==> config.mk <==
export PLATFORM = sky130hd
export DESIGN_NAME = key_event_enc_flat
export DESIGN_NICKNAME = d
export VERILOG_FILES = /design/src/rtl/key_event_enc_pkg.sv /design/src/rtl/key_event_enc_if.sv /design/src/rtl/key_event_enc_debounce.sv /design/src/rtl/key_event_enc.sv /design/src/flat_wrapper.sv
export SDC_FILE = /design/constraint.sdc
export NUM_CORES = 1
export LEC_CHECK = 0
export BUFFER_PORTS_ARGS = -buffer_cell sky130_fd_sc_hd__buf_2
export CAP_MARGIN = 10
export CORE_MARGIN = 1.5
export CORE_UTILIZATION = 40
export DETAILED_ROUTE_END_ITERATION = 8
export PLACE_DENSITY = 0.63
export SLEW_MARGIN = 20
export SYNTH_ARGS = -nofsm -noshare
export SYNTH_HDL_FRONTEND = slang
export SYNTH_HIERARCHICAL = 1
export SYNTH_SLANG_ARGS = --single-unit
export TNS_END_PERCENT = 1
==> constraint.sdc <==
create_clock -name clk -period 12.1 [get_ports clk]
set_input_delay 1.815 -clock clk [delete_from_list [all_inputs] [get_ports clk]]
set_output_delay 1.815 -clock clk [all_outputs]
set_load 0.01 [all_outputs]
==> src/rtl/key_event_enc_pkg.sv <==
// key_pkg: shared types and helpers for the keypad event encoder.
//   KEY_MAX_KEYS / KEY_CODE_MAX_W : upper bound on supported keypad width
//   key_ev_t                      : event queue entry (code, plus rel flag
//                                   when KEY_RELEASE_EV_EN is defined)
//   prio_enc()                    : lowest-index set bit -> code
//   popcount()                    : number of set bits
// Helpers take a zero-extended vector of KEY_MAX_KEYS bits so one function
// serves every N_KEYS; callers cast the result down to CODE_W.
package key_pkg;

    localparam int KEY_MAX_KEYS   = 256;
    localparam int KEY_CODE_MAX_W = 8;

    typedef struct packed {
`ifdef KEY_RELEASE_EV_EN
        logic                      rel;
`endif
        logic [KEY_CODE_MAX_W-1:0] code;
    } key_ev_t;

    function automatic logic [KEY_CODE_MAX_W-1:0] prio_enc(input logic [KEY_MAX_KEYS-1:0] v);
        prio_enc = '0;
        // Scan downwards so the lowest set bit is the last one written.
        for (int i = KEY_MAX_KEYS - 1; i >= 0; i--) begin
            if (v[i]) prio_enc = KEY_CODE_MAX_W'(i);
        end
    endfunction

    function automatic logic [KEY_CODE_MAX_W:0] popcount(input logic [KEY_MAX_KEYS-1:0] v);
        popcount = '0;
        for (int i = 0; i < KEY_MAX_KEYS; i++) begin
            popcount = popcount + (KEY_CODE_MAX_W + 1)'(v[i]);
        end
    endfunction

endpackage

==> src/rtl/key_event_enc_if.sv <==
// key_event_enc_if: ready/valid key event stream.
//   ev_valid : queue non-empty               (master -> slave)
//   ev_code  : code of the head entry        (master -> slave)
//   ev_rel   : head entry is a release       (master -> slave, only with
//              KEY_RELEASE_EV_EN defined)
//   ev_ready : consumer pops head when valid (slave -> master)
interface key_event_enc_if #(
    parameter int CODE_W = 4
);
    logic              ev_valid;
    logic [CODE_W-1:0] ev_code;
    logic              ev_ready;
`ifdef KEY_RELEASE_EV_EN
    logic              ev_rel;
`endif

    modport master (
        output ev_valid,
        output ev_code,
`ifdef KEY_RELEASE_EV_EN
        output ev_rel,
`endif
        input  ev_ready
    );

    modport slave (
        input  ev_valid,
        input  ev_code,
`ifdef KEY_RELEASE_EV_EN
        input  ev_rel,
`endif
        output ev_ready
    );
endinterface

==> src/rtl/key_event_enc_debounce.sv <==
// key_debounce: two-flop synchroniser plus whole-vector debouncer.
//   clk, nrst : clock, synchronous active-low reset
//   psw       : raw asynchronous switches
//   deb       : debounced vector (registered)
//   deb_nxt   : value deb takes at the next edge, so the parent can detect
//               transitions and register derived flags on the same edge
// One shared counter: any change anywhere in the vector restarts it.
module key_debounce #(
    parameter int N_KEYS       = 16,
    parameter int DEBOUNCE_CYC = 1000
) (
    input  logic              clk,
    input  logic              nrst,
    input  logic [N_KEYS-1:0] psw,
    output logic [N_KEYS-1:0] deb,
    output logic [N_KEYS-1:0] deb_nxt
);
    localparam int CNT_W = (DEBOUNCE_CYC > 1) ? $clog2(DEBOUNCE_CYC) : 1;
    localparam logic [CNT_W-1:0] LAST = CNT_W'(DEBOUNCE_CYC - 1);

    logic [N_KEYS-1:0] s1, s2, cand;
    logic [CNT_W-1:0]  cnt;

    // Once the counter saturates, deb is reloaded from cand every cycle;
    // that is a no-op while the vector stays stable.
    always_comb begin
        deb_nxt = deb;
        if (s2 == cand && cnt == LAST) deb_nxt = cand;
    end

    always_ff @(posedge clk) begin
        if (!nrst) begin
            s1   <= '0;
            s2   <= '0;
            cand <= '0;
            cnt  <= '0;
            deb  <= '0;
        end else begin
            s1  <= psw;
            s2  <= s1;
            deb <= deb_nxt;
            if (s2 != cand) begin
                cand <= s2;
                cnt  <= '0;
            end else if (cnt != LAST) begin
                cnt <= cnt + 1'b1;
            end
        end
    end
endmodule

==> src/rtl/key_event_enc.sv <==
// key_event_enc: debounced keypad priority encoder with a press-event queue.
//   clk, nrst : clock, synchronous active-low reset
//   psw       : raw key switches, 1 = pressed
//   out       : code of the last debounced press (held)
//   pushed    : debounced vector non-zero
//   multi     : more than one debounced key down
//   overflow  : sticky, an event was dropped on a full queue
//   clr_ovf   : clears overflow (a same-cycle drop wins)
//   ev        : event stream (ev_valid/ev_code/ev_ready[/ev_rel])
// Optional: define KEY_RELEASE_EV_EN to also queue release events, flagged
// on ev_rel. N_KEYS is limited to key_pkg::KEY_MAX_KEYS.
module key_event_enc
    import key_pkg::*;
#(
    parameter int N_KEYS       = 16,
    parameter int CODE_W       = $clog2(N_KEYS),
    parameter int DEBOUNCE_CYC = 1000,
    parameter int FIFO_DEPTH   = 4
) (
    input  logic              clk,
    input  logic              nrst,
    input  logic [N_KEYS-1:0] psw,
    output logic [CODE_W-1:0] out,
    output logic              pushed,
    output logic              multi,
    output logic              overflow,
    input  logic              clr_ovf,
    key_event_enc_if.master   ev
);
    localparam int PTR_W = $clog2(FIFO_DEPTH);
    localparam int CNT_W = PTR_W + 1;

    logic [N_KEYS-1:0] deb, deb_nxt;

    key_debounce #(
        .N_KEYS      (N_KEYS),
        .DEBOUNCE_CYC(DEBOUNCE_CYC)
    ) u_deb (
        .clk    (clk),
        .nrst   (nrst),
        .psw    (psw),
        .deb    (deb),
        .deb_nxt(deb_nxt)
    );

    logic    press;
    logic    ev_push;
    key_ev_t ev_wr;

    assign press = ~|deb & |deb_nxt;

    always_comb begin
        ev_push = 1'b0;
        ev_wr   = '0;
        if (press) begin
            ev_push    = 1'b1;
            ev_wr.code = prio_enc(KEY_MAX_KEYS'(deb_nxt));
        end
`ifdef KEY_RELEASE_EV_EN
        else if (|deb && ~|deb_nxt) begin
            // Release reports the key(s) that were down before the edge.
            ev_push    = 1'b1;
            ev_wr.code = prio_enc(KEY_MAX_KEYS'(deb));
            ev_wr.rel  = 1'b1;
        end
`endif
    end

    // Event queue: registered storage, head read straight from memory.
    key_ev_t          mem [FIFO_DEPTH];
    logic [PTR_W-1:0] wr_ptr, rd_ptr;
    logic [CNT_W-1:0] count;
    logic             full, do_rd, do_wr, drop;

    assign full  = (count == CNT_W'(FIFO_DEPTH));
    assign do_rd = (count != '0) & ev.ev_ready;
    // A pop on the same edge frees the slot, so a full queue still accepts.
    assign do_wr = ev_push & (~full | do_rd);
    assign drop  = ev_push & full & ~do_rd;

    always_ff @(posedge clk) begin
        if (do_wr) mem[wr_ptr] <= ev_wr;
    end

    always_ff @(posedge clk) begin
        if (!nrst) begin
            wr_ptr   <= '0;
            rd_ptr   <= '0;
            count    <= '0;
            out      <= '0;
            pushed   <= 1'b0;
            multi    <= 1'b0;
            overflow <= 1'b0;
        end else begin
            if (do_wr) wr_ptr <= wr_ptr + 1'b1;
            if (do_rd) rd_ptr <= rd_ptr + 1'b1;
            count  <= count + CNT_W'(do_wr) - CNT_W'(do_rd);
            pushed <= |deb_nxt;
            multi  <= popcount(KEY_MAX_KEYS'(deb_nxt)) > (KEY_CODE_MAX_W + 1)'(1);
            if (press) out <= CODE_W'(prio_enc(KEY_MAX_KEYS'(deb_nxt)));
            if (drop)         overflow <= 1'b1;
            else if (clr_ovf) overflow <= 1'b0;
        end
    end

    assign ev.ev_valid = (count != '0);
    assign ev.ev_code  = CODE_W'(mem[rd_ptr].code);
`ifdef KEY_RELEASE_EV_EN
    assign ev.ev_rel   = mem[rd_ptr].rel;
`endif
endmodule

==> src/flat_wrapper.sv <==
// flat-port wrapper written by rule: the top's interface ports become plain ports
module key_event_enc_flat import key_pkg::*;
#(
    parameter int N_KEYS       = 16,
    parameter int CODE_W       = $clog2(N_KEYS),
    parameter int DEBOUNCE_CYC = 1000,
    parameter int FIFO_DEPTH   = 4
)
  (clk, nrst, psw, out, pushed, multi, overflow, clr_ovf, ev_ev_valid, ev_ev_code, ev_ev_ready);
  key_event_enc_if #(.CODE_W(CODE_W)) ev_i ();
  input  logic clk;
  input  logic nrst;
  input  logic [N_KEYS-1:0] psw;
  output logic [CODE_W-1:0] out;
  output logic pushed;
  output logic multi;
  output logic overflow;
  input  logic clr_ovf;
  output wire logic [$bits(ev_i.ev_valid)-1:0] ev_ev_valid;
  output wire logic [$bits(ev_i.ev_code)-1:0] ev_ev_code;
  input wire logic [$bits(ev_i.ev_ready)-1:0] ev_ev_ready;
  assign ev_ev_valid = ev_i.ev_valid;
  assign ev_ev_code = ev_i.ev_code;
  assign ev_i.ev_ready = ev_ev_ready;
  key_event_enc #(.N_KEYS(N_KEYS), .CODE_W(CODE_W), .DEBOUNCE_CYC(DEBOUNCE_CYC), .FIFO_DEPTH(FIFO_DEPTH)) u_core (.clk(clk), .nrst(nrst), .psw(psw), .out(out), .pushed(pushed), .multi(multi), .overflow(overflow), .clr_ovf(clr_ovf), .ev(ev_i));
endmodule
==> flow_summary.json, run 1 <==
{
  "status": "finished, final reports clean",
  "syn-cell-area_um2": 4716,
  "drive_above_1_share": 0.1688,
  "synth.area.top_cells": "dfxtp_1, edfxtp_1, and2_1",
  "clockRootBuffer": "clkbuf_16",
  "nets": 507,
  "hold_viol": 0,
  "numCtsBuffers": 9,
  "num_vias": 2892,
  "relSlewSlack": 0.4135,
  "cts_setup_buffers": 0,
  "synth_area_leader_cell": "dfxtp_1",
  "cpMostUsedCell": "fa_1",
  "setup_ws_ns": 6.712,
  "synth_edf_count": 16,
  "cp_data_arrival_time_ns": 5.63,
  "grt_pass1_wl_um": 13830,
  "fin_setup_tns_ns": 0,
  "dpl.hpwl_um": 5899,
  "r2r_end": "u_core/multi$_SDFF_PN0_",
  "required_ns": 12.34,
  "leakagePower_nw": 2.157,
  "worstSetupPathType": "flip-flop to flip-flop",
  "p_per_area_nw_per_um2": 143.5,
  "whs_ns": 0.4299,
  "ys_warn_count": 6,
  "r2r_slack_ns": 6.71,
  "path_delay_family": "adder cells",
  "n_fill_cell": 1047,
  "async_flop_share": 0,
  "cp.depth": 18,
  "ys.flop_type": "dfxtp_1",
  "regArea_um2": 2282,
  "cp_slowest_stage_delay_ns": 0.58,
  "wirelength_um": 8086,
  "ys_ff_latch": 106,
  "dpl-instance-area_um2": 4970,
  "port_buffers": 31,
  "syn_inst": 434,
  "hp-class": "flip-flop to flip-flop",
  "reg2regPathDepth": 18,
  "fin_crit_ns": 5.388,
  "crit_fanout": 16,
  "grt_usage": 0.1414,
  "setup.worst_path.start": "u_core/u_deb/cnt[0]$_SDFFE_PP0P_",
  "worst_pin_slew_ns": 0.8776,
  "clkLatencyLatePin_ns": 0.35,
  "rows": 39,
  "clock-sinks": 106,
  "r2r_start": "u_core/u_deb/cnt[0]$_SDFFE_PP0P_",
  "path_buf_inv": 3,
  "syn_nets": 478,
  "areaGrowthSynthToFinish_pct": 12.47,
  "ctsLongestPathBuffers": 2,
  "rsz0062_at_grt": "false",
  "top_usage_layer": "met2",
  "cp-start-kind": "flip-flop",
  "slew_viol_final": 0,
  "synth_top_area_frac": 0.3821,
  "period_share": 0.4453,
  "place_inst": 595,
  "finalSetupViolCount": 0,
  "ios": 32,
  "routedWlPerCell_um": 13.23,
  "final_cell_mix": "dfxtp_1, and2_1, nand2_1",
  "design_area_um2": 5304,
  "grt-ovfl-total": 0,
  "antenna_left": 0,
  "synth.distinct_cells": 47,
  "final_common_cell": "dfxtp_1",
  "cts-htree-levels": 3,
  "via_per_inst": 4.733,
  "cts_hold_buf": 0,
  "seq_area_frac_synth": 0.4839,
  "die_h_um": 111.6,
  "worstPathCellList": "ha_1 -> nand2_1 -> or4_4 -> nor2_8 -> nand2_4 -> mux2_2 -> inv_1 -> fa_1 -> fa_1 -> fa_1 -> fa_1 -> inv_1 -> ha_1 -> inv_1 -> fa_1 -> a2111oi_0 -> a21oi_1 -> o21a_1",
  "syn_area_per_cell_um2": 10.87,
  "clk_pin_slew_ns": 0.07,
  "first_iter_violations": 163,
  "worst_path_max_delay_cell": "fa_1",
  "die_area_um2": 12450,
  "grt_max_degree": 99,
  "maxCapViolations": 0,
  "initial_core_util": 0.4112,
  "skew_ns": 0.01159,
  "n_antenna_cell": 0,
  "pre_cts_ws_ns": 6.730,
  "cp-endpoint": "u_core/multi$_SDFF_PN0_",
  "coreArea_um2": 11470,
  "grt_antenna_before_repair": 0,
  "grt_pass1_vias": 2918,
  "use_met3": 0.05335,
  "cp-end-kind": "flip-flop",
  "grt_use_met1": 0.1690,
  "cts.repair.resized": 0,
  "gp_congestion": 0.8515,
  "ir_drop_mv": 0.1212,
  "grt_util_met2": 0.2344,
  "cts_tree": "built",
  "max_freq_mhz": 185.6,
  "first_pass_iters": 4,
  "multi_input_area_um2": 2223,
  "drc": 0,
  "fin_cells": 611,
  "die_width_um": 111.6
}
## final cells by class
class	count	area share
clock buffer	10	0.04506
clock inverter	6	0.01769
inverter	33	0.02335
multi-input combinational	281	0.4192
sequential	106	0.4303
tap	143	0.03373
timing repair buffer	32	0.03067
## metal layers
metal	vias to the layer above	share of wire
met1	1340	0.46
li1	1488	-
met3	8	0.039
met2	56	0.49
met4	0	0.014
met5	-	0
## power by group
group | switching, W | total, W | leakage [nW] | internal (W)
clock | 0.000131 | 0.000321 | 0.165 | 0.000190
sequential | 0.0000129 | 0.000384 | 0.920 | 0.000371
combinational | 0.0000240 | 0.0000560 | 1.07 | 0.0000320
## worst register-to-register path: stages, from the launching register on
cell       delay (ns)
dfxtp_1          0.40
ha_1             0.23
nand2_1          0.08
or4_4            0.46
nor2_8           0.20
nand2_4          0.20
mux2_2           0.35
inv_1            0.09
fa_1             0.58
fa_1             0.45
fa_1             0.53
fa_1             0.40
inv_1            0.06
ha_1             0.16
inv_1            0.06
fa_1             0.38
a2111oi_0        0.38
a21oi_1          0.07
o21a_1           0.19
## per-stage QoR
step | power [W] | utilization
detailed placement | 0.0004499 | 0.4334
global route | 0.0007968 | 0.4625
CTS | 0.0007711 | 0.4624
finish | 0.0007610 | 0.4625
global placement | 0.0004475 | 0.4334
floorplan | 0.0004345 | -
## sequential cells by signal, summed over array words and instances (netlist names), named ones only
register,cells
u_core/count,3
u_core/u_deb/deb,16
u_core/out,4
u_core/rd_ptr,2
u_core/u_deb/cand,16
u_core/multi,1
u_core/wr_ptr,2
u_core/mem,16
u_core/overflow,1
u_core/pushed,1
u_core/u_deb/s2,16
u_core/u_deb/s1,16
u_core/u_deb/cnt,10
## cells in the mapped netlist (all sizes together), types with 5 or more instances
library cell / instances
clkbuf: 10
nand2: 43
dfxtp: 90
mux2i: 18
nor3: 5
xor2: 6
inv: 33
nand3: 8
nor4: 9
mux2: 16
nor2: 23
o21ai: 5
xnor2: 23
nand4: 6
ha: 13
edfxtp: 16
and2: 62
fa: 11
## worst min path at each step
stage / slack (ns) / cells after the start / start / end
floorplan: 0.41 / 1 / u_core/u_deb/s1[0]$_SDFF_PN0_ / u_core/u_deb/s2[0]$_SDFF_PN0_
global route: 0.45 / 1 / u_core/u_deb/s1[13]$_SDFF_PN0_ / u_core/u_deb/s2[13]$_SDFF_PN0_
global placement: 0.42 / 1 / u_core/u_deb/s1[5]$_SDFF_PN0_ / u_core/u_deb/s2[5]$_SDFF_PN0_
CTS: 0.43 / 1 / u_core/u_deb/s1[1]$_SDFF_PN0_ / u_core/u_deb/s2[1]$_SDFF_PN0_
finish: 0.43 / 1 / u_core/u_deb/s1[1]$_SDFF_PN0_ / u_core/u_deb/s2[1]$_SDFF_PN0_
detailed placement: 0.42 / 1 / u_core/u_deb/s1[0]$_SDFF_PN0_ / u_core/u_deb/s2[0]$_SDFF_PN0_
## cells by family after synthesis
kind of cell,count (synthesis),synth area share
buf+inv,47,0.04484
fa+ha+maj,24,0.08119
xor+xnor,29,0.05386
flops,106,0.4839
mux,38,0.1035
compound gates,22,0.03264
simple gates,168,0.2001
Power figures use the tool's default switching activity.
==> run 2, diff against run 1 <==
- clock period: 12.1 -> 5.5 ns (I/O delays scaled with it)
==> flow_summary.json, run 2 (same netlist as run 1, synthesis figures left out) <==
{
  "status": "finished, final reports clean",
  "fin_setup_tns_ns": 0,
  "gp_congestion": 0.9016,
  "grt_pass1_vias": 2765,
  "cp-start-kind": "flip-flop",
  "final_common_cell": "dfxtp_1",
  "cts.repair.resized": 0,
  "fin_crit_ns": 5.238,
  "first_iter_violations": 72,
  "grt-ovfl-total": 0,
  "clkLatencyLatePin_ns": 0.35,
  "grt_max_degree": 61,
  "clockRootBuffer": "clkbuf_16",
  "grt_usage": 0.1354,
  "ctsLongestPathBuffers": 2,
  "setup_ws_ns": 0.2624,
  "via_per_inst": 4.721,
  "coreArea_um2": 11470,
  "num_vias": 2889,
  "cts_setup_buffers": 0,
  "p_per_area_nw_per_um2": 307.4,
  "cts_hold_buf": 0,
  "maxCapViolations": 0,
  "routedWlPerCell_um": 12.87,
  "worst_pin_slew_ns": 0.9342,
  "relSlewSlack": 0.3756,
  "n_fill_cell": 1067,
  "die_h_um": 111.6,
  "r2r_slack_ns": 0.26,
  "cts-htree-levels": 3,
  "n_antenna_cell": 0,
  "grt_antenna_before_repair": 0,
  "drive_above_1_share": 0.1727,
  "wirelength_um": 7878,
  "finalSetupViolCount": 0,
  "first_pass_iters": 4,
  "required_ns": 5.74,
  "port_buffers": 31,
  "die_area_um2": 12450,
  "leakagePower_nw": 2.137,
  "die_width_um": 111.6,
  "antenna_left": 0,
  "initial_core_util": 0.4112,
  "dpl.hpwl_um": 5898,
  "rsz0062_at_grt": "false",
  "cts_tree": "built",
  "pre_cts_ws_ns": 0.1782,
  "max_freq_mhz": 190.9,
  "nets": 508,
  "rows": 39,
  "drc": 0,
  "slew_viol_final": 0,
  "clk_pin_slew_ns": 0.07,
  "hp-class": "flip-flop to flip-flop",
  "final_cell_mix": "dfxtp_1, and2_1, nand2_1",
  "worstSetupPathType": "flip-flop to flip-flop",
  "period_share": 0.9523,
  "cp_data_arrival_time_ns": 5.48,
  "areaGrowthSynthToFinish_pct": 12.47,
  "numCtsBuffers": 9,
  "grt_pass1_wl_um": 13320,
  "ios": 32,
  "skew_ns": 0.005636,
  "ir_drop_mv": 0.3096,
  "clock-sinks": 106,
  "hold_viol": 0,
  "crit_fanout": 16,
  "cp-end-kind": "flip-flop"
}
[run 2: layout make-up]
| cell class | instances | area [um2] | share of cell area |
|---|---|---|---|
| flip-flops and latches | 106 | 2283 | 0.4305 |
| multi-input cells | 281 | 2233 | 0.4211 |
| clock buffers | 9 | 225.2 | 0.04246 |
| well taps | 143 | 178.9 | 0.03373 |
| repair buffers | 33 | 170.2 | 0.03208 |
| inverters | 33 | 123.9 | 0.02335 |
| clock inverters | 7 | 88.84 | 0.01675 |
[run 2: where the power goes]
group | internal, W | switching (W) | leakage [nW]
logic | 0.0000707 | 0.0000530 | 1.06
registers | 0.000817 | 0.0000290 | 0.921
clock network | 0.000362 | 0.000299 | 0.155
[run 2: path summary, 6_finish.rpt]
check	startpoint	depth (start not counted)	endpoint
hold reg to reg	u_core/u_deb/s1[14]$_SDFF_PN0_	1	u_core/u_deb/s2[14]$_SDFF_PN0_
setup / recovery	u_core/u_deb/cnt[1]$_SDFFE_PP0P_	18	u_core/multi$_SDFF_PN0_
hold / removal	u_core/u_deb/s1[14]$_SDFF_PN0_	1	u_core/u_deb/s2[14]$_SDFF_PN0_
setup reg to reg	u_core/u_deb/cnt[1]$_SDFFE_PP0P_	18	u_core/multi$_SDFF_PN0_
[run 2: through the flow]
stage                      power, W  cell area, um2  cells    util  hold WS (ns)
after floorplan           0.0009558            4716    434       -        0.4119
after global placement    0.0009852            4977    596  0.4340        0.4155
after detailed placement  0.0009905            4977    596  0.4340        0.4169
after CTS                  0.001656            5291    612  0.4614        0.4346
after global routing       0.001708            5304    612  0.4625        0.4418
final                      0.001630            5304    612  0.4625        0.4344
[run 2: critical path, stage by stage, from the launching register on]
cell and delay [ns]:
dfxtp_1 0.38, ha_1 0.22, nand2_1 0.08, or4_4 0.47, nor2_8 0.20, nand2_8 0.15
mux2_2 0.30, inv_1 0.09, fa_1 0.57, fa_1 0.44, fa_1 0.53, fa_1 0.40
inv_1 0.06, ha_1 0.16, inv_1 0.06, fa_1 0.38, a2111oi_1 0.37, a21oi_1 0.07
o21a_1 0.19
[run 2: routing by layer]
layer | GRT usage | part of all wire | vias up
met4 | 0.05485 | 0.018 | 0
met5 | 0 | 0 | -
met3 | 0.04573 | 0.037 | 9
met2 | 0.2209 | 0.48 | 42
met1 | 0.1651 | 0.47 | 1337
li1 | - | - | 1501
